### src/rtl/mux8_rr_sched.sv
// mux8_rr_sched: round-robin scheduler in front of an 8:1 mux.
// A granted channel holds select stable for HOLD cycles, then data[select]
// is captured into y and presented with a valid/ready handshake.
module mux8_rr_sched #(
    parameter int HOLD = 2
) (
    input  logic       clk,
    input  logic       rst,
    input  logic       en,
    input  logic [7:0] req,
    input  logic [7:0] data,
    input  logic       y_ready,
    output logic [2:0] select,
    output logic [7:0] grant,
    output logic       y,
    output logic       y_valid
);

    typedef enum logic [1:0] {
        ST_IDLE    = 2'd0,
        ST_SETTLE  = 2'd1,
        ST_PRESENT = 2'd2
    } state_t;

    // Settle counter preload: HOLD-1 so capture happens HOLD edges after grant.
    localparam logic [3:0] CNT_LOAD = 4'(HOLD - 1);

    state_t     state_q,   state_d;
    logic [2:0] select_q,  select_d;
    logic [7:0] grant_q,   grant_d;
    logic       y_q,       y_d;
    logic       y_valid_q, y_valid_d;
    logic [3:0] cnt_q,     cnt_d;
    logic [2:0] ptr_q,     ptr_d;

    // Requests rotated so bit 0 is the channel right after the last served one.
    logic [7:0] rot_req;
    logic [2:0] pick_off;
    logic       pick_found;
    logic [2:0] pick_idx;

    genvar gi;
    generate
        for (gi = 0; gi < 8; gi++) begin : g_rot
            assign rot_req[gi] = req[ptr_q + 3'(gi + 1)];
        end
    endgenerate

    // Lowest set bit of the rotated request vector wins.
    always_comb begin
        pick_off   = 3'd0;
        pick_found = 1'b0;
        for (int k = 7; k >= 0; k--) begin
            if (rot_req[k]) begin
                pick_off   = 3'(k);
                pick_found = 1'b1;
            end
        end
    end

    assign pick_idx = ptr_q + pick_off + 3'd1;

    // Next-state and registered-output logic for the three-phase transaction.
    always_comb begin
        state_d   = state_q;
        select_d  = select_q;
        grant_d   = grant_q;
        y_d       = y_q;
        y_valid_d = y_valid_q;
        cnt_d     = cnt_q;
        ptr_d     = ptr_q;
        case (state_q)
            ST_IDLE: begin
                grant_d = 8'h00;
                if (en && pick_found) begin
                    select_d = pick_idx;
                    grant_d  = 8'h01 << pick_idx;
                    cnt_d    = CNT_LOAD;
                    state_d  = ST_SETTLE;
                end
            end
            ST_SETTLE: begin
                // Committed: req/en are ignored until the transfer completes.
                if (cnt_q != 4'd0) begin
                    cnt_d = cnt_q - 4'd1;
                end else begin
                    y_d       = data[select_q];
                    y_valid_d = 1'b1;
                    state_d   = ST_PRESENT;
                end
            end
            ST_PRESENT: begin
                if (y_ready) begin
                    y_valid_d = 1'b0;
                    grant_d   = 8'h00;
                    ptr_d     = select_q;
                    state_d   = ST_IDLE;
                end
            end
            default: begin
                state_d = ST_IDLE;
                grant_d = 8'h00;
            end
        endcase
    end

    // State register; reset leaves ptr at 7 so the first search starts at 0.
    always_ff @(posedge clk) begin
        if (rst) begin
            state_q   <= ST_IDLE;
            select_q  <= 3'd0;
            grant_q   <= 8'h00;
            y_q       <= 1'b0;
            y_valid_q <= 1'b0;
            cnt_q     <= 4'd0;
            ptr_q     <= 3'd7;
        end else begin
            state_q   <= state_d;
            select_q  <= select_d;
            grant_q   <= grant_d;
            y_q       <= y_d;
            y_valid_q <= y_valid_d;
            cnt_q     <= cnt_d;
            ptr_q     <= ptr_d;
        end
    end

    assign select  = select_q;
    assign grant   = grant_q;
    assign y       = y_q;
    assign y_valid = y_valid_q;

endmodule

### config.mk
export PLATFORM = sky130hd
export DESIGN_NAME = mux8_rr_sched
export DESIGN_NICKNAME = d
export VERILOG_FILES = /design/src/rtl/mux8_rr_sched.sv
export SDC_FILE = /design/constraint.sdc
export NUM_CORES = 1
export LEC_CHECK = 0
export ABC_AREA = 0
export CAP_MARGIN = 30
export CORE_MARGIN = 5
export CORE_UTILIZATION = 45
export DETAILED_ROUTE_END_ITERATION = 12
export GPL_TIMING_DRIVEN = 0
export PLACE_DENSITY_LB_ADDON = 0.15
export RECOVER_POWER = 25
export SYNTH_ARGS = -nofsm -noshare
export SYNTH_HDL_FRONTEND = slang
export SYNTH_SLANG_ARGS = --single-unit
export TNS_END_PERCENT = 20
### constraint.sdc
create_clock -name clk -period 7.68 [get_ports clk]
set_clock_uncertainty 0.15 [all_clocks]
set_input_delay 1.536 -clock clk [delete_from_list [all_inputs] [get_ports clk]]
set_output_delay 1.536 -clock clk [all_outputs]
set_load 0.005 [all_outputs]
==> metrics.csv, run 1 <==
stage;metric;value;unit
outcome;result of the run;finished, final reports clean;
synth;largest cells by area after synthesis;sky130_fd_sc_hd__dfxtp_1, sky130_fd_sc_hd__mux4_2, sky130_fd_sc_hd__a211oi_1;
synth;synth warn;0;
grt;vias in the first global route;1527;
power;Static Leak;0.815;nW
clocking;worst skew pair latency;260;ps
critical_path;arrival time of data at the critical path endpoint;5600;ps
die;Die Width;73.0;um
power;Design Power;0.272;mW
die;I/O pins;33;
route;routed wire length per instance;14.5;um
critical_path;critical-path cell list;clkdlybuf4s50_1 > nor2b_1 > a211oi_1 > a221oi_1 > o21ai_0 > a21oi_1 > a211oi_1 > o21bai_1 > ha_1 > fa_1 > or4b_2 > a211oi_1 > o21ai_0 > nand3_1;
die;effective utilization at floorplan;45.7;%
timing;achievable frequency;180;MHz
clocking;Max clock buf depth;2;
timing;Final Max Slew Viols;0;
synth;Synth Instances;196;
clocking;clock tree from TritonCTS;built;
timing;minimum clock period after layout;5550;ps
critical_path;endpoint type of the worst setup path;flip-flop;
clocking;depth of the CTS H-tree;1;
critical_path;critical path startpoint category;input port;
timing;Slew HR;46.3;%
route;Initial DRT Pass Iterations;4;
route;drt total wl;4090;um
clocking;clock-pin transition on the worst setup and hold timing paths;80;ps
critical_path;Crit path largest cell delay;740;ps
grt;largest net degree at the start of global routing;12;
grt;gr ovfl total;0;
cells_and_area;area growth from synthesis to layout;23.7;%
critical_path;Worst Path Buf+Inv;1;
route;Post-DRT Antenna Nets;0;
route;post-DR vias/cell;5.83;
cells_and_area;share of cells above drive strength 1;16.5;%
synth;Post-Syn Nets;222;
power;Peak supply drop;0.0994;mV
synth;number of synthesized register bits;22;
grt;antenna violations before repair;0;
synth;share of Yosys cell area claimed by the top area cell type;24.6;%
timing;Worst Tran Pin Value;806;ps
critical_path;Critical Path Fanout Max;5;
synth;average cell area after synthesis;9.12;um2
die;core region area;0.00391;mm2
die;Rows;23;
critical_path;Worst path top cell family by delay;compound AO/OA/AOI/OAI gates;
cells_and_area;# diodes;0;
cells_and_area;net total in the final layout;259;
grt;combined global-route utilization of all metal layers;16.3;%
placed_design;GPL Wtd Cong;0.809;
clocking;clock buffers created by TritonCTS;3;
synth;library cell with the largest summed area after synthesis;sky130_fd_sc_hd__dfxtp_1;
die;DIE AREA;0.00533;mm2
critical_path;type of the setup path with the least slack;input port to flip-flop;
timing;final count of negative-setup-slack endpoints;0;
hold_path;path type of the worst min-delay path;flip-flop to flip-flop;
clocking;post-CTS repair timing setup buffer count;0;
synth;number of distinct library cells after synthesis;47;
timing;setup tns final;0;ps
placed_design;post-detail-place hpwl;3130;um
synth;Seq/Total Area, Yosys;24.6;%
placed_design;number of I/O port buffers;32;
clocking;count of cells resized by post-cts repair;0;
clocking;Clock Root Buffer;sky130_fd_sc_hd__clkbuf_8;
cells_and_area;share of the core filled with cells in the final layout;56.5;%
timing;post-route fraction of the period consumed by the critical path;72.2;%
critical_path;Slowest-stage cell, CP;sky130_fd_sc_hd__a221oi_1;
synth;Syn Std Cell Area;0.00179;mm2
die;die boundary height;73.0;um
grt;wire length of the first global-routing pass;7000;um
clocking;clock sink total;22;
critical_path;CP Data Required Time;7740;ps
critical_path;Worst path most repeated cell;sky130_fd_sc_hd__a211oi_1;
power;total power density per cell area;123;mW/mm2
timing;setup repair after global routing missed its margin;no;
route;DRC violation total after the first TritonRoute iteration;169;
timing;Final Hold Fails;0;
job;max-capacitance violation count;0;
clocking;Hold Buf Count CTS;0;
route;number of design rule violations left after detail routing;0;
route;vias;1638;
==> final cells by class <==
class	count	area (um2)
plain buffers	11	82.6
clock buffers	3	41.3
fillers	379	1700
inverters	7	26.3
multi-input cells	156	1240
flip-flops and latches	22	440
well taps	50	62.6
repair buffers	32	320
==> cell usage after synthesis (all sizes together) <==
master / count
a311oi: 1
or2: 1
inv: 7
ha: 5
nand2: 17
a21oi: 9
xnor2: 2
buf: 8
clkbuf: 3
dfxtp: 22
fa: 1
or3: 1
mux4: 10
o22a: 2
xor2: 4
or4b: 2
o21bai: 1
mux2: 6
mux2i: 4
nor3b: 2
or4: 1
o211ai: 2
o311ai: 2
o2111a: 1
nand3: 15
nor4: 1
nand2b: 4
nor2b: 6
a221oi: 2
o2111ai: 1
nand3b: 1
o21ai: 12
nor3: 7
nor2: 15
nand4: 2
a211o: 2
a211oi: 13
o22ai: 1
==> cells by family (layout without fill, tap and decap cells) <==
logic type                 Yosys count  count (layout)  synth area share [%]
muxes                               20              20                  18.6
adders and majority gates            6               6                  4.62
AOI/OAI and AO/OA                   49              49                  20.7
and+or+nand+nor                     75              75                  22.4
DFF                                 22              22                  24.6
xor gates and xnor gates             6               6                  2.94
buffers and inverters               18              53                  6.09
==> through the flow <==
step           area (um2)  hold WS, ps  setup WS, ps  std cells
5_1_grt              2210          354          1720        281
4_1_cts              2210          317          2140        281
2_1_floorplan        1790          300          2850        196
6_report             2210          307          2130        281
3_5_place_dp         2170          298          1930        278
3_3_place_gp         2170          294          1940        278
==> routing by layer <==
layer | global-route usage [%] | vias up | part of all wire (%)
li1 | - | 816 | -
met1 | 21.7 | 765 | 46
met2 | 27.0 | 49 | 47
met3 | 2.75 | 8 | 4.7
met4 | 4.51 | 0 | 1.8
met5 | 0 | - | 0
==> path summary, 6_finish.rpt <==
check | from | endpoint | slack, ps | cells past startpoint
worst min-delay path | grant[7]$_SDFFE_PP0P_ | grant[7]$_SDFFE_PP0P_ | 310 | 2
worst max register to register | ptr_q[1]$_SDFFE_PP1P_ | grant[2]$_SDFFE_PP0P_ | 2640 | 17
worst min register to register | grant[7]$_SDFFE_PP0P_ | grant[7]$_SDFFE_PP0P_ | 310 | 2
worst max-delay path | req[5] | grant[2]$_SDFFE_PP0P_ | 2130 | 14
==> worst min-delay path, stage by stage, from the launching register on <==
cell and delay, ps:
sky130_fd_sc_hd__dfxtp_1 330, sky130_fd_sc_hd__nand2_1 50, sky130_fd_sc_hd__nand3_1 50
==> registers in the layout, indices dropped and copies added (netlist names) <==
signal,count
select,3
grant,8
y_valid,1
state_q,2
y,1
cnt_q,4
ptr_q,3
==> placed cells by master (no fill, tap or decap), types with 5 or more instances in the layout <==
master and n:
sky130_fd_sc_hd__ha_1 5, sky130_fd_sc_hd__nor2_1 15, sky130_fd_sc_hd__a21oi_1 8, sky130_fd_sc_hd__mux4_2 10
sky130_fd_sc_hd__o21ai_0 12, sky130_fd_sc_hd__a211oi_1 10, sky130_fd_sc_hd__nand3_1 15, sky130_fd_sc_hd__clkdlybuf4s50_1 26
sky130_fd_sc_hd__nor2b_1 5, sky130_fd_sc_hd__dlygate4sd3_1 6, sky130_fd_sc_hd__dfxtp_1 22, sky130_fd_sc_hd__nand2_1 17
sky130_fd_sc_hd__mux2_2 6, sky130_fd_sc_hd__inv_1 7, sky130_fd_sc_hd__nor3_1 6
==> where the power goes <==
group / leakage (nW) / switching, mW / internal [mW]
Sequential: 0.179 / 0.00504 / 0.119
Clock: 0.0216 / 0.0372 / 0.0350
Combinational: 0.614 / 0.0349 / 0.0401
Power figures use the tool's default switching activity.
==> run 2, diff against run 1 <==
==> constraint.sdc (replaced) <==
create_clock -name clk -period 5.7 [get_ports clk]
set_clock_uncertainty 0.15 [all_clocks]
set_input_delay 1.14 -clock clk [delete_from_list [all_inputs] [get_ports clk]]
set_output_delay 1.14 -clock clk [all_outputs]
set_load 0.005 [all_outputs]
==> results of run 2 <==
The final DEF is identical to that of run 1. Status: finished, final reports clean.
Among the figures that moved: setup slack after placement 1930 ps -> 350 ps; setup slack after layout 2130 ps -> 549 ps; register-to-register setup slack 2640 ps -> 660 ps; total power 0.272 mW -> 0.366 mW; worst IR drop on VDD 0.0994 mV -> 0.134 mV
==> run 3, diff against run 2 <==
--- a/config.mk
+++ b/config.mk
@@ -7,6 +7,7 @@
 export LEC_CHECK = 0
 export ABC_AREA = 0
 export CAP_MARGIN = 30
+export CORE_ASPECT_RATIO = 0.75
 export CORE_MARGIN = 5
 export CORE_UTILIZATION = 45
 export DETAILED_ROUTE_END_ITERATION = 12
==> run 3 against run 2 <==
  * Final cell count is 0.71% higher
  * Clock power is 4.4% lower
  * Critical path type unchanged
  * Worst setup slack worse by 99 ps
  * Sequential power hardly changed
  * Worst hold slack worse by 6.7 ps
  * Via count is 2.1% lower
  * Largest power group unchanged
  * Utilization is 2.4 points higher
  * Critical endpoint unchanged
  * Sequential share of layout area hardly changed
  * Sequential cell count stayed put
==> metrics.csv, run 3 (same netlist as run 1, synthesis figures left out) <==
stage;metric;value;unit;change
outcome;result of the run;finished, final reports clean;;
critical_path;CP Data Required Time;5750;ps;
power;switching power total;0.101;mW;
timing;Worst Tran Pin Value;920;ps;+114 ps
power;Static Leak;0.815;nW;about the same
critical_path;critical path startpoint category;input port;;
grt;largest net degree at the start of global routing;12;;unchanged
critical_path;Critical Path Fanout Max;5;;unchanged
power;portion of total power attributed to combinational logic;28.1;%;+0.5 points
critical_path;Crit path largest cell delay;780;ps;+40 ps
route;Post-DRT Antenna Nets;0;;unchanged
cells_and_area;net total in the final layout;259;;unchanged
critical_path;Slowest-stage cell, CP;sky130_fd_sc_hd__a221oi_1;;
timing;achievable frequency;190;MHz;
cells_and_area;commonest non-fill, non-tap cells in the layout;sky130_fd_sc_hd__clkdlybuf4s50_1, sky130_fd_sc_hd__dfxtp_1, sky130_fd_sc_hd__nand2_1;;
route;Initial DRT Pass Iterations;4;;unchanged
cells_and_area;share of the core filled with cells in the final layout;58.9;%;+2.4 points
timing;setup tns final;0;ps;unchanged
critical_path;setup slack of the most critical reg-to-reg path;580;ps;
power;part of the total power dissipated in sequential elements;46.3;%;+0.5 points
critical_path;Worst Path Buf+Inv;1;;unchanged
clocking;clock-pin transition on the worst setup and hold timing paths;70;ps;about the same
critical_path;arrival time of data at the critical path endpoint;5300;ps;
cells_and_area;area growth from synthesis to layout;23.9;%;
placed_design;GPL Wtd Cong;0.774;;-4.4%
grt;antenna violations before repair;0;;unchanged
critical_path;endpoint type of the worst setup path;flip-flop;;
placed_design;placement-stage cell area;0.00217;mm2;+0.12%
route;drt total wl;3980;um;-2.8%
clocking;worst skew pair latency;250;ps;about the same
die;Die Width;82.8;um;+13%
cells_and_area;cell area after layout;0.00221;mm2;+0.11%
timing;post-route fraction of the period consumed by the critical path;92.1;%;
grt;combined global-route utilization of all metal layers;15.9;%;-0.34 points
cells_and_area;Cell Count, Final, Fillers Out;283;;+0.71%
cells_and_area;# diodes;0;;unchanged
die;core region area;0.00376;mm2;-4.0%
clocking;clock buffers created by TritonCTS;3;;unchanged
critical_path;start of the worst register-to-register path;ptr_q[1]$_SDFFE_PP1P_;;
placed_design;number of I/O port buffers;32;;unchanged
timing;setup repair after global routing missed its margin;no;;
power;fraction of power spent switching nets;27.7;%;
placed_design;post-detail-place hpwl;3150;um;+0.83%
die;DIE AREA;0.00534;mm2;+0.25%
power;total power density per cell area;164;mW/mm2;
clocking;post-CTS repair timing setup buffer count;0;;unchanged
clocking;Hold Buf Count CTS;0;;unchanged
timing;Slew HR;38.7;%;-7.6 points
hold_path;start point of the worst min-delay path;grant[7]$_SDFFE_PP0P_;;
cells_and_area;most common cell after layout, fill and taps aside;sky130_fd_sc_hd__clkdlybuf4s50_1;;
critical_path;Worst path top cell family by delay;compound AO/OA/AOI/OAI gates;;
clocking;clock tree from TritonCTS;built;;
clocking;depth of the CTS H-tree;1;;unchanged
critical_path;critical-path cell list;clkdlybuf4s50_1 > mux2_2 > mux2i_1 > a221oi_1 > o21ai_0 > a21oi_1 > a211oi_1 > o21bai_1 > ha_1 > fa_1 > or4b_2 > a211oi_1 > o21ai_0 > nand3_1;;
route;DRC violation total after the first TritonRoute iteration;84;;-50%
route;routed wire length per instance;14.0;um;-3.5%
timing;minimum clock period after layout;5250;ps;
hold_path;path type of the worst min-delay path;flip-flop to flip-flop;;
grt;wire length of the first global-routing pass;6830;um;-2.4%
critical_path;crit path from;req[4];;
job;max-capacitance violation count;0;;unchanged
clocking;Max clock buf depth;2;;unchanged
placed_design;placed cell count;280;;+0.72%
route;vias;1604;;-2.1%
clocking;count of cells resized by post-cts repair;0;;unchanged
grt;vias in the first global route;1486;;-2.7%
timing;Final Hold Fails;0;;unchanged
die;I/O pins;33;;unchanged
die;effective utilization at floorplan;47.6;%;+1.9 points
power;power share of the clock group;25.6;%;-1.0 points
power;Peak supply drop;0.117;mV;
clocking;clock sink total;22;;unchanged
power;internal power summed over all cells;0.262;mW;
die;Rows;19;;-17%
grt;gr ovfl total;0;;unchanged
route;number of design rule violations left after detail routing;0;;unchanged
die;die boundary height;64.6;um;-12%
clocking;Clock Root Buffer;sky130_fd_sc_hd__clkbuf_8;;
cells_and_area;max FFs per register;8;;unchanged
cells_and_area;share of cells above drive strength 1;16.5;%;unchanged
timing;Final Max Slew Viols;0;;unchanged
critical_path;type of the setup path with the least slack;input port to flip-flop;;
timing;final count of negative-setup-slack endpoints;0;;unchanged
route;post-DR vias/cell;5.67;;-2.8%
run 3: metal layers:
layer  wire length (um)  up-vias  part of all wire (%)  track usage, %
met3                206        2                   5.2            3.60
li1                   -      811                     -               -
met2               1640       34                    41            23.2
met1               2110      757                    53            24.6
met4                 12        0                  0.30            1.84
met5                  0        -                     0               0
run 3: path summary, 6_finish.rpt:
path / to / depth (start not counted)
hold reg to reg: grant[7]$_SDFFE_PP0P_ / 2
hold / removal: grant[7]$_SDFFE_PP0P_ / 2
setup / recovery: grant[2]$_SDFFE_PP0P_ / 14
setup reg to reg: grant[2]$_SDFFE_PP0P_ / 17
run 3: per-stage QoR:
stage	total power, mW	hold WS (ps)	worst slack [ps]
2_1_floorplan	0.235	300	1250
3_3_place_gp	0.272	288	262
3_5_place_dp	0.273	293	246
4_1_cts	0.367	310	511
5_1_grt	0.385	325	132
6_report	0.363	300	450
run 3: power by group through the flow:
stage               combinational, mW  sequential [mW]  clock (mW)
floorplan                      0.0645            0.171           0
global placement                0.101            0.171           0
detailed placement              0.101            0.171           0
CTS                             0.102            0.168      0.0965
global route                    0.113            0.169       0.103
finish                          0.102            0.168      0.0930
run 3: area by class of cell:
type | count | area, um2
Clock buffer | 3 | 41.3
Sequential cell | 22 | 440
Inverter | 7 | 26.3
Tap cell | 52 | 65.1
Multi-Input combinational cell | 156 | 1240
Fill cell | 365 | 1540
Buffer | 11 | 82.6
Timing Repair Buffer | 32 | 320
run 3: worst reg2reg max path: cells and delay by family, from the launching register on:
| kind | cells | cell delay [ps] |
|---|---|---|
| mux | 2 | 310 |
| buf+inv | 3 | 620 |
| flops | 1 | 330 |
| fa+ha+maj | 3 | 970 |
| compound gates | 7 | 1860 |
| simple gates | 2 | 810 |
